## src/rtl/wb_timer_pkg.sv

```systemverilog
// Wishbone payload types, register map and CTRL layout shared by the timer peripheral.
package wb_timer_pkg;

    localparam int unsigned WB_AW = 32;
    localparam int unsigned WB_DW = 32;
    localparam int unsigned WB_SW = WB_DW / 8;

    localparam logic [3:0] TIMER_MASK_ADDR    = 4'hf;
    localparam logic [3:0] TIMER_CTRL_OFS     = 4'h0;
    localparam logic [3:0] TIMER_LOAD_OFS     = 4'h4;
    localparam logic [3:0] TIMER_COUNT_OFS    = 4'h8;
    localparam logic [3:0] TIMER_STATUS_OFS   = 4'hc;

    localparam int unsigned TIMER_EN_BIT       = 0;
    localparam int unsigned TIMER_AUTO_BIT     = 1;
    localparam int unsigned TIMER_IRQEN_BIT    = 2;
    localparam int unsigned TIMER_PRESCALE_LSB = 16;
    localparam int unsigned TIMER_PRESCALE_MAX = 16;

    typedef struct packed {
        logic [WB_AW-1:0] a_adr;
        logic [WB_DW-1:0] a_dat;
        logic             a_we;
        logic [WB_SW-1:0] a_sel;
        logic             a_stb;
        logic             a_cyc;
    } wb_h2d_t;

    typedef struct packed {
        logic [WB_DW-1:0] d_dat;
        logic             d_ack;
    } wb_d2h_t;

    // CTRL register image; prescale bits above PRESCALE_W are masked off by the timer.
    typedef struct packed {
        logic [TIMER_PRESCALE_MAX-1:0] prescale;
        logic [12:0]                   rsvd;
        logic                          irq_en;
        logic                          auto_rl;
        logic                          en;
    } timer_ctrl_t;

    function automatic logic [WB_DW-1:0] wb_merge(input logic [WB_DW-1:0] old_v,
                                                  input logic [WB_DW-1:0] new_v,
                                                  input logic [WB_SW-1:0] sel);
        logic [WB_DW-1:0] res;
        res = old_v;
        for (int i = 0; i < int'(WB_SW); i++) begin
            if (sel[i]) res[8*i +: 8] = new_v[8*i +: 8];
        end
        return res;
    endfunction

endpackage

```

## src/rtl/wb_timer_prescaler.sv

```systemverilog
// Free-running prescale counter producing a one-cycle tick every PRESCALE+1 cycles while enabled.
module wb_timer_prescaler
#(
    parameter int unsigned PRESCALE_W = 16
) (
    input  logic                  clk,
    input  logic                  resetn,
    input  logic                  en,
    input  logic                  restart,
    input  logic [PRESCALE_W-1:0] prescale,
    output logic                  tick_c
);

    logic [PRESCALE_W-1:0] pcnt_q;

    // >= keeps the period bounded if PRESCALE is lowered below the running count.
    assign tick_c = en & (pcnt_q >= prescale);

    always_ff @(posedge clk or negedge resetn) begin
        if (!resetn) begin
            pcnt_q <= '0;
        end else if (!en || restart || tick_c) begin
            pcnt_q <= '0;
        end else begin
            pcnt_q <= pcnt_q + PRESCALE_W'(1);
        end
    end

endmodule

```

## src/rtl/wb_timer.sv

```systemverilog
// Wishbone slave timer: CTRL/LOAD/COUNT/STATUS registers, prescaled down-counter and level IRQ.
module wb_timer
    import wb_timer_pkg::*;
#(
    parameter int unsigned  PRESCALE_W = 16,
    parameter logic [31:0]  RESET_LOAD = 32'h0000_0000
) (
    input  logic    clk,
    input  logic    resetn,
    input  wb_h2d_t wb_i,
    output wb_d2h_t wb_o,
    output logic    irq_o
);

    localparam logic [1:0] REG_CTRL   = TIMER_CTRL_OFS[3:2];
    localparam logic [1:0] REG_LOAD   = TIMER_LOAD_OFS[3:2];
    localparam logic [1:0] REG_COUNT  = TIMER_COUNT_OFS[3:2];
    localparam logic [1:0] REG_STATUS = TIMER_STATUS_OFS[3:2];

    localparam logic [WB_DW-1:0] CTRL_MASK =
        {16'((32'd1 << PRESCALE_W) - 32'd1), 13'd0, 3'b111};

    timer_ctrl_t      ctrl_q, ctrl_nxt;
    logic [WB_DW-1:0] load_q, load_nxt;
    logic [WB_DW-1:0] count_q, count_nxt;
    logic             expired_q, expired_nxt;
    logic             ack_q;
    logic [WB_DW-1:0] dat_q;
    logic             irq_q;

    logic             accept_c;
    logic             wr_c;
    logic [1:0]       reg_sel_c;
    logic [WB_DW-1:0] rd_data_c;
    logic             tick_c;
    logic             expire_c;
    logic             clear_c;
    logic             restart_c;
    logic             unused_adr;

    assign accept_c  = wb_i.a_cyc & wb_i.a_stb & ~ack_q;
    assign wr_c      = accept_c & wb_i.a_we;
    assign reg_sel_c = wb_i.a_adr[3:2];
    assign unused_adr = ^{wb_i.a_adr[WB_AW-1:4], wb_i.a_adr[1:0]};

    assign expire_c  = tick_c & (count_q == 32'd1);
    assign clear_c   = wr_c & (reg_sel_c == REG_STATUS) & wb_i.a_sel[0] & wb_i.a_dat[0];
    assign restart_c = wr_c & (reg_sel_c == REG_CTRL) & ~ctrl_q.en & ctrl_nxt.en;

    wb_timer_prescaler #(
        .PRESCALE_W (PRESCALE_W)
    ) u_prescaler (
        .clk      (clk),
        .resetn   (resetn),
        .en       (ctrl_q.en),
        .restart  (restart_c),
        .prescale (ctrl_q.prescale[PRESCALE_W-1:0]),
        .tick_c   (tick_c)
    );

    // Read mux sees pre-update register values.
    always_comb begin
        rd_data_c = '0;
        case (reg_sel_c)
            REG_CTRL:   rd_data_c = ctrl_q;
            REG_LOAD:   rd_data_c = load_q;
            REG_COUNT:  rd_data_c = count_q;
            REG_STATUS: rd_data_c = {30'd0, ctrl_q.en, expired_q};
            default:    rd_data_c = '0;
        endcase
    end

    // Counter event first, then software writes override it; expiry set beats W1C.
    always_comb begin
        ctrl_nxt    = ctrl_q;
        load_nxt    = load_q;
        count_nxt   = count_q;
        expired_nxt = expire_c | (expired_q & ~clear_c);

        if (tick_c) begin
            if (count_q > 32'd1) begin
                count_nxt = count_q - 32'd1;
            end else if (expire_c) begin
                if (ctrl_q.auto_rl) begin
                    count_nxt = load_q;
                end else begin
                    count_nxt   = '0;
                    ctrl_nxt.en = 1'b0;
                end
            end
        end

        if (wr_c) begin
            case (reg_sel_c)
                REG_CTRL:  ctrl_nxt  = timer_ctrl_t'(wb_merge(ctrl_nxt, wb_i.a_dat, wb_i.a_sel)
                                                     & CTRL_MASK);
                REG_LOAD:  load_nxt  = wb_merge(load_q, wb_i.a_dat, wb_i.a_sel);
                REG_COUNT: count_nxt = wb_merge(count_q, wb_i.a_dat, wb_i.a_sel);
                default:   ;
            endcase
        end
    end

    always_ff @(posedge clk or negedge resetn) begin
        if (!resetn) begin
            ctrl_q    <= '0;
            load_q    <= RESET_LOAD;
            count_q   <= '0;
            expired_q <= 1'b0;
            ack_q     <= 1'b0;
            dat_q     <= '0;
            irq_q     <= 1'b0;
        end else begin
            ctrl_q    <= ctrl_nxt;
            load_q    <= load_nxt;
            count_q   <= count_nxt;
            expired_q <= expired_nxt;
            ack_q     <= accept_c;
            dat_q     <= accept_c ? rd_data_c : '0;
            irq_q     <= expired_nxt & ctrl_nxt.irq_en;
        end
    end

    assign wb_o  = '{d_dat: dat_q, d_ack: ack_q};
    assign irq_o = irq_q;

endmodule

```

## config.mk

```make
export PLATFORM = sky130hd
export DESIGN_NAME = wb_timer
export DESIGN_NICKNAME = d
export VERILOG_FILES = /design/src/rtl/wb_timer_pkg.sv /design/src/rtl/wb_timer_prescaler.sv /design/src/rtl/wb_timer.sv
export SDC_FILE = /design/constraint.sdc
export NUM_CORES = 1
export LEC_CHECK = 0
export BUFFER_PORTS_ARGS = -buffer_cell sky130_fd_sc_hd__clkbuf_2
export CELL_PAD_IN_SITES_DETAIL_PLACEMENT = 1
export CELL_PAD_IN_SITES_GLOBAL_PLACEMENT = 2
export CORE_MARGIN = 2
export CORE_UTILIZATION = 40
export CTS_CLUSTER_DIAMETER = 120
export DETAILED_ROUTE_END_ITERATION = 10
export PLACE_DENSITY = 0.86
export SETUP_SLACK_MARGIN = 0.4
export SKIP_CTS_REPAIR_TIMING = 1
export SLEW_MARGIN = 20
export SYNTH_ARGS = -nofsm -noshare
export SYNTH_HDL_FRONTEND = slang
export SYNTH_SLANG_ARGS = --single-unit
export TNS_END_PERCENT = 30
```

## constraint.sdc

```tcl
create_clock -name clk -period 6.5 [get_ports clk]
set_input_delay 1.3 -clock clk [delete_from_list [all_inputs] [get_ports clk]]
set_output_delay 1.3 -clock clk [all_outputs]
set_load 0.005 [all_outputs]
```

* Word-level counts from Yosys, hierarchy flattened
Index checks and enable logic that the tools add are counted.
** Word-level totals
- Flip-flop bits (word level) :: 134
- Bits in latches :: 0
- RAM bits :: 0
- Bits in read-only memories :: 0
- Memories kept :: 0
** Operators by class
- Add/subtract/negate cells :: 2
- $mul :: 0
- Div/mod/pow operators :: 0
- Magnitude comparators :: 2
- Equality and inequality tests :: 8
- Shift-type cells :: 0
- Muxes and demuxes :: 20
- Bitwise logic cells :: 17
- Reductions and logical operators :: 11
** Operators with widths (number)
- $mux W32 :: 7
- $pmux W32 S4 :: 1
- $eq A32 B1 Y1 const B :: 1
- $gt A32 B1 Y1 const B :: 1
- $mux W8 :: 4
- $sub A32 B1 Y32 const B :: 1
- $reduce_and A3 Y1 :: 7
- $add A16 B1 Y16 const B :: 1
- $ge A16 B16 Y1 :: 1
- $mux W16 :: 1
- $and A1 B1 Y1 :: 13
- $ne A3 B3 Y1 const B :: 4
- $mux W3 :: 3
- $eq A2 B2 Y1 const B :: 2
- $mux W1 :: 4
- $not A1 Y1 :: 3
- $eq A2 B1 Y1 const B :: 1
- $logic_not A2 Y1 :: 1
- $logic_or A1 B1 Y1 :: 2
- $logic_not A1 Y1 :: 1
- $or A1 B1 Y1 :: 1

* Longest topological paths before layout
Gate-level depths: netlist of run 1.
- Depth in word-level cells :: 13
- Mapped depth :: 10
- Depth with buffers taken out :: 8

* By module
Synthesis of run 1 repeated with hierarchy kept, for this count alone.
** Unflattened totals
- Cell total of the unflattened synthesis :: 716
- Area total of the unflattened synthesis :: 7309.5 um^2
** By module, submodules not included
- wb_timer :: times used 1, cells each 586, area an instance 6063.3 um^2, sequential area each 2952.8 um^2
- wb_timer_prescaler :: times used 1, cells each 130, area an instance 1246.2 um^2, sequential area each 400.4 um^2

* Least setup slack after synthesis of run 1
OpenSTA, ideal clock, no wires.
- Kind :: input to register
- Start :: input wb_i[0] (netlist bit)
- End :: register count_q[26]
- Arrival :: 2.636 ns
- Data required time :: 6.377 ns
- Slack :: 3.741 ns
- Cell stages on the path :: 7
- Buffers on the path :: 2
- Path through :: nand3b_1 inv_1 nand3_1 clkbuf_1 buf_1 nand2_1 o221a_2
** On the way
- Cells in the longest elaborated chain, start to end :: 4
- Elaborated cells between the ends (all ways) :: 5
- Those cells by class :: eq/ne (1); mux (1); bitwise (3)
** Ends and longest elaborated chain
- from (decl) :: RTL line wb_timer.sv:10 : input wb_h2d_t wb_i,
- $and A1 B1 Y1 * (2 in series) :: RTL line wb_timer.sv:41 : assign accept_c = wb_i.a_cyc & wb_i.a_stb & ~ack_q;
- named net accept_c :: RTL line wb_timer.sv:31 : logic accept_c;
- $and A1 B1 Y1 * :: RTL line wb_timer.sv:42 : assign wr_c = accept_c & wb_i.a_we;
- $ne A3 B3 Y1 (no line) / $mux W32 (equally long branches)
- to (signal assigned) :: RTL line wb_timer.sv:116 : count_q <= count_nxt;
- to (decl) :: RTL line wb_timer.sv:25 : logic [WB_DW-1:0] count_q, count_nxt;
Mark *: on every way through the listed nets, which the timed path passes. The rest lies on a longest branch.
A chain may end at the register's enable or synchronous reset.

* Worst setup path after layout of run 1
- Start :: input wb_i[42] (netlist bit)
- End :: register count_q[19]
** On the way
- Cells in the longest elaborated chain, start to end :: 3
- Elaborated cells between the ends (all ways) :: 4
- Those cells by class :: eq/ne (2); mux (2)
** Ends and longest elaborated chain
- $eq A2 B2 Y1 * :: RTL line wb_timer.sv:94 : case (reg_sel_c)
- $mux W32 :: RTL line wb_timer.sv:94
- $mux W32 :: RTL line wb_timer.sv:93 : if (wr_c) begin
Every way passes the cells marked *; elsewhere a longest branch is shown, timed or not.

==> metrics.md, run 1 <==
| Metric | Value |
|---|---|
| Antenna-violating nets left | 0 |
| Setup Viol. Count Final | 0 |
| Sequential share of the synthesized area | 0.4477 |
| CTS tree | done |
| GRT overflow | 0 |
| # port buffers | 76 |
| Antenna cells | 0 |
| Most common flop cell mapped by yosys | dfrtp_1 |
| Via count | approximately 6.3k |
| RSZ-0062 raised after global routing | no |
| Reg-to-Reg Start | count_q[20]$_DFFE_PN0P_ |
| Starting Density | 0.4045 |
| Critical path peak fanout | 32 |
| Cell accounting for the most synthesized area | dfrtp_1 |
| DIE AREA | between 0.015 and 0.02 sq mm |
| Number of max-cap violations | 0 |
| Skew-Pair Late Insertion Delay | 0.42 ns |
| 1st-iter DRT viols | 391 |
| Reg2Reg Depth | 6 |
| Total GRT Usage | 0.2391 |
| Ports | 107 |
| CTS root buf | clkbuf_16 |
| Power Density | a little over 300 mW/mm^2 |
| Vias in the first global route | 6835 |
| Most common library cells after synthesis | dfrtp_1, nor2_1, nand2_1 |
| Final period utilization | 0.5854 |
| CTS Buf Count | 17 |
| Max Slew Vio Count | 0 |
| P&R area growth vs syn | 14.65% |
| Clk buf depth | 2 |
| Peak Freq | about 260 MHz |
| Residual DRC | 0 |
| Yosys cell types | 74 |
| Req. time, crit path | about 6.8 ns |
| Clk slew on worst S/H paths | approximately 0.06 ns |
| Crit. Startpoint | wb_i[42] |
| Largest net degree at the start of global routing | 83 |
| R2R Path End | count_q[20]$_DFFE_PN0P_ |
| H-tree levels | 4 |
| Most frequent cell after synthesis | dfrtp_1 |
| Vias per inst | between 5 and 6 |
| Async SR Flop Fraction | 1.000 |
| Placer congestion estimate | ~0.90 |
| TNS Setup | 0 ns |
| Number of synthesized flops with an enable pin | 0 |
| Leak | a little under 4 nW |
| Hold/Removal Path Class | flop to flop |
| Util after Layout | 0.4637 |
| Crit path capture type | flop |
| Setup Skew | slightly above 0.008 ns |
| Fin crit period | 3.805 ns |
| Fill count | 2109 |
| Routed length per instance | 21.85 microns |
| Synthesized area | 0.007490 sq mm |
| Status | complete, no violations |
| Worst slew pin tran | about 1.1 ns |
| Die Height | 140.8 microns |
| Top cells by area, synth | dfrtp_1, mux2_2, nor2_1, ha_1, nand2_1 |
| Synth warnings | 0 |
| R2R Setup Slk | roughly 3.1 ns |
| First-pass detailed-route iteration total | 6 |
| CORE AREA | ~0.019 sq mm |
| Fin. Hold Viols | 0 |
| Die width | between 100 and 150 microns |
| Number of clock sinks | approximately 130 |
| Crit path to | count_q[19]$_DFFE_PN0P_ |
| Worst slew margin | 0.2664 |
| Cell count after synthesis | roughly 750 |
| Standard-cell row count | 50 |
| Placed wire-length estimate | roughly 16000 microns |
| FF+latch count, synth | around 130 |
| Initial antenna violation count | 0 |
| Worst setup SP type | primary input |
| Peak supply drop | about 0.15 mV |
| Share of layout cells above drive strength 1 | 0.2325 |
| Share of the synthesized area in the top cell type | 0.4477 |
| Worst EP arrival | ~4 ns |
| Synthesized area per cell | between 10 and 15 sq um |
| Syn Nets | between 800 and 900 |
| Nets | between 800 and 900 |
| Total wire length | 22870 microns |
| Critical setup path kind | primary input to flop |
| First-pass GRT wire length | between 30000 and 40000 microns |
worst min path at each step:
| stage | startpoint | endpoint | slack, ns | cells after the start |
|---|---|---|---|---|
| 2_1_floorplan | u_prescaler.pcnt_q[0]$_DFF_PN0_ | u_prescaler.pcnt_q[0]$_DFF_PN0_ | 0.47 | 1 |
| 3_5_place_dp | u_prescaler.pcnt_q[0]$_DFF_PN0_ | u_prescaler.pcnt_q[0]$_DFF_PN0_ | 0.51 | 1 |
| 6_report | u_prescaler.pcnt_q[0]$_DFF_PN0_ | u_prescaler.pcnt_q[0]$_DFF_PN0_ | 0.51 | 1 |
| 5_1_grt | u_prescaler.pcnt_q[0]$_DFF_PN0_ | u_prescaler.pcnt_q[0]$_DFF_PN0_ | 0.55 | 1 |
| 4_1_cts | u_prescaler.pcnt_q[0]$_DFF_PN0_ | u_prescaler.pcnt_q[0]$_DFF_PN0_ | 0.51 | 1 |
| 3_3_place_gp | u_prescaler.pcnt_q[0]$_DFF_PN0_ | u_prescaler.pcnt_q[0]$_DFF_PN0_ | 0.51 | 1 |
kinds of logic after synthesis:
| logic type | Yosys count | share of synthesized area |
|---|---|---|
| buffers and inverters | 80 | 0.05245 |
| AND/OR/NAND/NOR | 252 | 0.1696 |
| AO/OA/AOI/OAI | 171 | 0.1702 |
| flip-flops | 134 | 0.4477 |
| adder cells (fa/ha/maj) | 19 | 0.03174 |
| XOR/XNOR | 21 | 0.02456 |
| multiplexers | 69 | 0.1037 |
worst max-delay path, stage by stage:
cell,delay [ns]
clkbuf_2,0.55
nor2b_2,0.27
buf_4,0.39
and3_1,0.78
nand2_1,0.39
nor2_1,0.20
a311oi_1,0.06
a21boi_0,0.15
flip-flops by register name, summed over array words and instances, names as in the netlist:
register            count
irq_o                   1
u_prescaler.pcnt_q     16
expired_q               1
load_q                 32
dat_q                  32
ctrl_q                 19
ack_q                   1
count_q                32
routing by layer:
layer,vias up,track usage,share of wire
li1,2851,-,-
met1,3228,0.3007,0.44
met2,156,0.4064,0.49
met3,33,0.05367,0.046
met4,0,0.08474,0.022
met5,-,0,0
cell usage in the layout, fill, tap and decap left out, drive strengths merged, types with 6 or more instances in the layout:
cell and instances:
and3 10, nand3 21, inv 33, a211oi 15, nor3 15, nor4 15, a22oi 21, mux2 49
clkbuf 97, a22o 10, nand4 8, o211ai 7, nor2b 6, nor2 90, xor2 11, a31oi 7
or3 8, buf 9, ha 19, nand2 56, dfrtp 134, xnor2 10, mux2i 18, a21oi 37
o21ai 10, and2 8
area by class of cell:
class | count | area [sq um] | share of cell area
inverter | 33 | 123.9 | 0.01443
timing repair buffer | 84 | 446.7 | 0.05202
clock buffer | 22 | 484.2 | 0.05639
clock inverter | 8 | 122.6 | 0.01428
tap | 234 | 292.8 | 0.03410
sequential | 134 | 3353 | 0.3905
multi-input combinational | 532 | 3764 | 0.4383
stage by stage:
step	std cells	hold slack (ns)	power, mW	worst slack, ns	instance area, sq um
floorplan	746	0.4687	1.460	3.741	7490
global placement	1017	0.5053	1.591	2.187	7975
detailed placement	1017	0.5062	1.623	2.352	7980
CTS	1047	0.5121	2.634	2.763	8587
global route	1047	0.5485	2.749	2.571	8587
finish	1047	0.5074	2.617	2.695	8587
power breakdown:
part           switching, mW  internal, mW  total, mW
Clock                  0.364         0.638       1.00
Combinational          0.278         0.227      0.505
Sequential             0.156         0.954       1.11
(Power assumes the default switching activity.)
==> run 2: changes to the inputs <==
CORE_UTILIZATION = 33   (was 40)
PLACE_DENSITY = 0.76   (was 0.86)
clock period = 3.4 ns   (was 6.5 ns; I/O delays follow)
==> run 2 against run 1 <==
Compared with the run above:
- combinational power rose by 92%
- core utilization fell by 7.1 points
- total power rose by 89%
- global-route usage fell by 3.6 points
- highest routed layer unchanged
- clock skew rose by 0.0027 ns
- critical endpoint is now count_q[18]$_DFFE_PN0P_
- die area rose by 21%
- clock power rose by 86%
- sequential power rose by 91%
- cell area rose by 2.7%
- wire length rose by 1.9%
- flip-flop and latch count did not move
- clock-buffer cell count fell by 2
==> metrics.md, run 2 (synthesized netlist as in run 1, its figures left out) <==
| Metric | Value |
|---|---|
| Clk slew on worst S/H paths | 0.06 ns (about the same) |
| Clk buf depth | 2 (unchanged) |
| Routed length per instance | 20.80 microns (was 21.85 microns) |
| Placer congestion estimate | 0.8524 (was 0.8965) |
| Fill count | 2549 (was 2109) |
| Max Slew Vio Count | 0 (unchanged) |
| Total GRT Usage | 0.2030 (was 0.2391) |
| TNS Setup | 0 ns (unchanged) |
| Multi-input gate area | 0.003767 sq mm (was 0.003764 sq mm) |
| Delay-heaviest family, CP | simple AND/OR/NAND/NOR gates (unchanged) |
| Leak | 4.041 nW (was 3.933 nW) |
| Die width | 154.7 microns (was 140.8 microns) |
| R2R Setup Slk | 0.42 ns (was 3.09 ns) |
| Peak Freq | around 340 MHz |
| Worst Path Buf+Inv | 3 (was 2) |
| Overall power | 4.947 mW (was 2.617 mW) |
| First-pass GRT wire length | 37610 microns (was 37000 microns) |
| CORE AREA | 0.02243 sq mm (was 0.01852 sq mm) |
| Critical path's largest stage delay | 0.51 ns (was 0.78 ns) |
| Setup Skew | 0.01100 ns (was 0.008313 ns) |
| Number of max-cap violations | 0 (unchanged) |
| Antenna cells | 0 (unchanged) |
| Nets | 915 (was 894) |
| CTS root buf | clkbuf_16 (unchanged) |
| Standard-cell row count | 55 (was 50) |
| Worst EP arrival | 3.32 ns (was 4.10 ns) |
| Fin. Hold Viols | 0 (unchanged) |
| Power Density | 561.2 mW/mm^2 (was 304.8 mW/mm^2) |
| Worst-path cell chain | inv_1 > ha_1 > or4b_4 > or3_1 > buf_4 > nor4_4 > buf_4 > o22a_1 > o22ai_1 > a211oi_1 (was clkbuf_2 > nor2b_2 > buf_4 > and3_1 > nand2_1 > nor2_1 > a311oi_1 > a21boi_0) |
| P&R area growth vs syn | 17.69% (was 14.65%) |
| Cell Int Power | 3.386 mW (was 1.819 mW) |
| Share of layout cells above drive strength 1 | 0.2512 (was 0.2325) |
| Req. time, crit path | 3.74 ns (was 6.80 ns) |
| Die Height | 154.7 microns (was 140.8 microns) |
| Clock power share | 0.375 (was 0.383) |
| Antenna-violating nets left | 0 (unchanged) |
| Crit path capture type | flop (unchanged) |
| H-tree levels | 4 (unchanged) |
| Hold/Removal Path Class | primary input to asynchronous set/reset pin (was flop to flop) |
| Logic pwr share | 0.197 (was 0.193) |
| Sw Pwr | 1.561 mW (was 0.7986 mW) |
| Critical path peak fanout | 7 (was 32) |
| Ports | 107 (unchanged) |
| Worst setup SP type | flop (was primary input) |
| Reg2Reg Depth | 10 (was 6) |
| # port buffers | 76 (unchanged) |
| Largest net degree at the start of global routing | 58 (was 83) |
| Number of clock sinks | 134 (unchanged) |
| Critical Path Stages | 10 (was 8) |
| Total wire length | 23310 microns (was 22870 microns) |
| Vias per inst | 5.581 (was 5.987) |
| Skew-Pair Late Insertion Delay | 0.43 ns (was 0.42 ns) |
| Sequential standard cell area | 0.003353 sq mm (unchanged) |
| DIE AREA | 0.02392 sq mm (was 0.01983 sq mm) |
| GRT overflow | 0 (unchanged) |
| Placed wire-length estimate | 16250 microns (was 15840 microns) |
| Via count | 6256 (was 6268) |
| Final period utilization | 0.8764 |
| Vias in the first global route | 6537 (was 6835) |
| 1st-iter DRT viols | 324 (was 391) |
| Switching share of power | 0.3155 (was 0.3051) |
| Final instance area | 0.008815 sq mm (was 0.008587 sq mm) |
| Worst slew pin tran | 0.7538 ns (was 1.091 ns) |
| RSZ-0062 raised after global routing | yes (was no) |
| Commonest non-fill, non-tap cell in the layout | dfrtp_1 (unchanged) |
| CTS Buf Count | 17 (unchanged) |
| Register share of total power | 0.428 (was 0.424) |
| Peak supply drop | 0.2758 mV (was 0.1511 mV) |
| Worst slew margin | 0.4975 (was 0.2664) |
| Starting Density | 0.3339 (was 0.4045) |
| Area post-placement | 0.008214 sq mm (was 0.007980 sq mm) |
| Initial antenna violation count | 0 (unchanged) |
| Status | complete, no violations (unchanged) |
| Slowest CP cell | or4b_4 (was and3_1) |
| Residual DRC | 0 (unchanged) |
| Critical setup path kind | flop to flop (was primary input to flop) |
| Most frequent cells in the layout | dfrtp_1, nor2_1, clkbuf_2, nand2_1, mux2_2 (unchanged) |
| Setup Viol. Count Final | 0 (unchanged) |
| Largest registers | count_q x32, dat_q x32, load_q x32 (unchanged) |
| CP most frequent cell | buf_4 |
| Util after Layout | 0.3929 (was 0.4637) |
| Fin crit period | a little under 3 ns |
| First-pass detailed-route iteration total | 5 (was 6) |
| CTS tree | done (unchanged) |
run 2: cell types whose count changed in the layout (fill, tap and decap cells not counted), moves of 2 or more:
cell | previous run | this run
buf_4 | 8 | 27
buf_12 | 0 | 2
clkinv_2 | 2 | 4
clkbuf_8 | 4 | 2
run 2: final timing paths:
check | end | from
setup / recovery | count_q[18]$_DFFE_PN0P_ | count_q[0]$_DFFE_PN0P_
hold / removal | load_q[3]$_DFFE_PN0P_ | resetn
max in group asynchronous | ctrl_q[0]$_DFF_PN0_ | resetn
min in group clk | count_q[8]$_DFFE_PN0P_ | wb_i[15]
setup reg to reg | count_q[18]$_DFFE_PN0P_ | count_q[0]$_DFFE_PN0P_
hold reg to reg | u_prescaler.pcnt_q[0]$_DFF_PN0_ | u_prescaler.pcnt_q[0]$_DFF_PN0_
run 2: power groups by stage:
stage          Combinational (mW)  Clock (mW)  Sequential (mW)
3_3_place_gp                0.949           0             2.13
3_5_place_dp                0.978           0             2.14
5_1_grt                      1.09        1.97             2.16
6_report                    0.972        1.86             2.12
2_1_floorplan               0.792           0             2.00
4_1_cts                     0.983        1.90             2.12
run 2: area by class of cell:
class                      count  share of cell area
sequential                   134              0.3804
clock inverter                12             0.01448
clock buffer                  20             0.05181
tap                          285             0.04045
inverter                      33             0.01405
multi-input combinational    532              0.4274
timing repair buffer         105             0.07140
run 2: layer usage:
metal,track usage,up-vias,share of wire
li1,-,2897,-
met1,0.2797,3190,0.47
met2,0.3299,138,0.47
met3,0.02886,31,0.037
met4,0.06614,0,0.017
met5,0,-,0
run 2: stage by stage:
step	instances	hold slack [ns]	worst slack [ns]
floorplan	746	0.3844	0.9015
global placement	1088	0.5108	0.4785
detailed placement	1088	0.5110	0.4390
CTS	1120	0.2230	0.4137
global route	1121	0.2421	0.3160
finish	1121	0.2082	0.4203
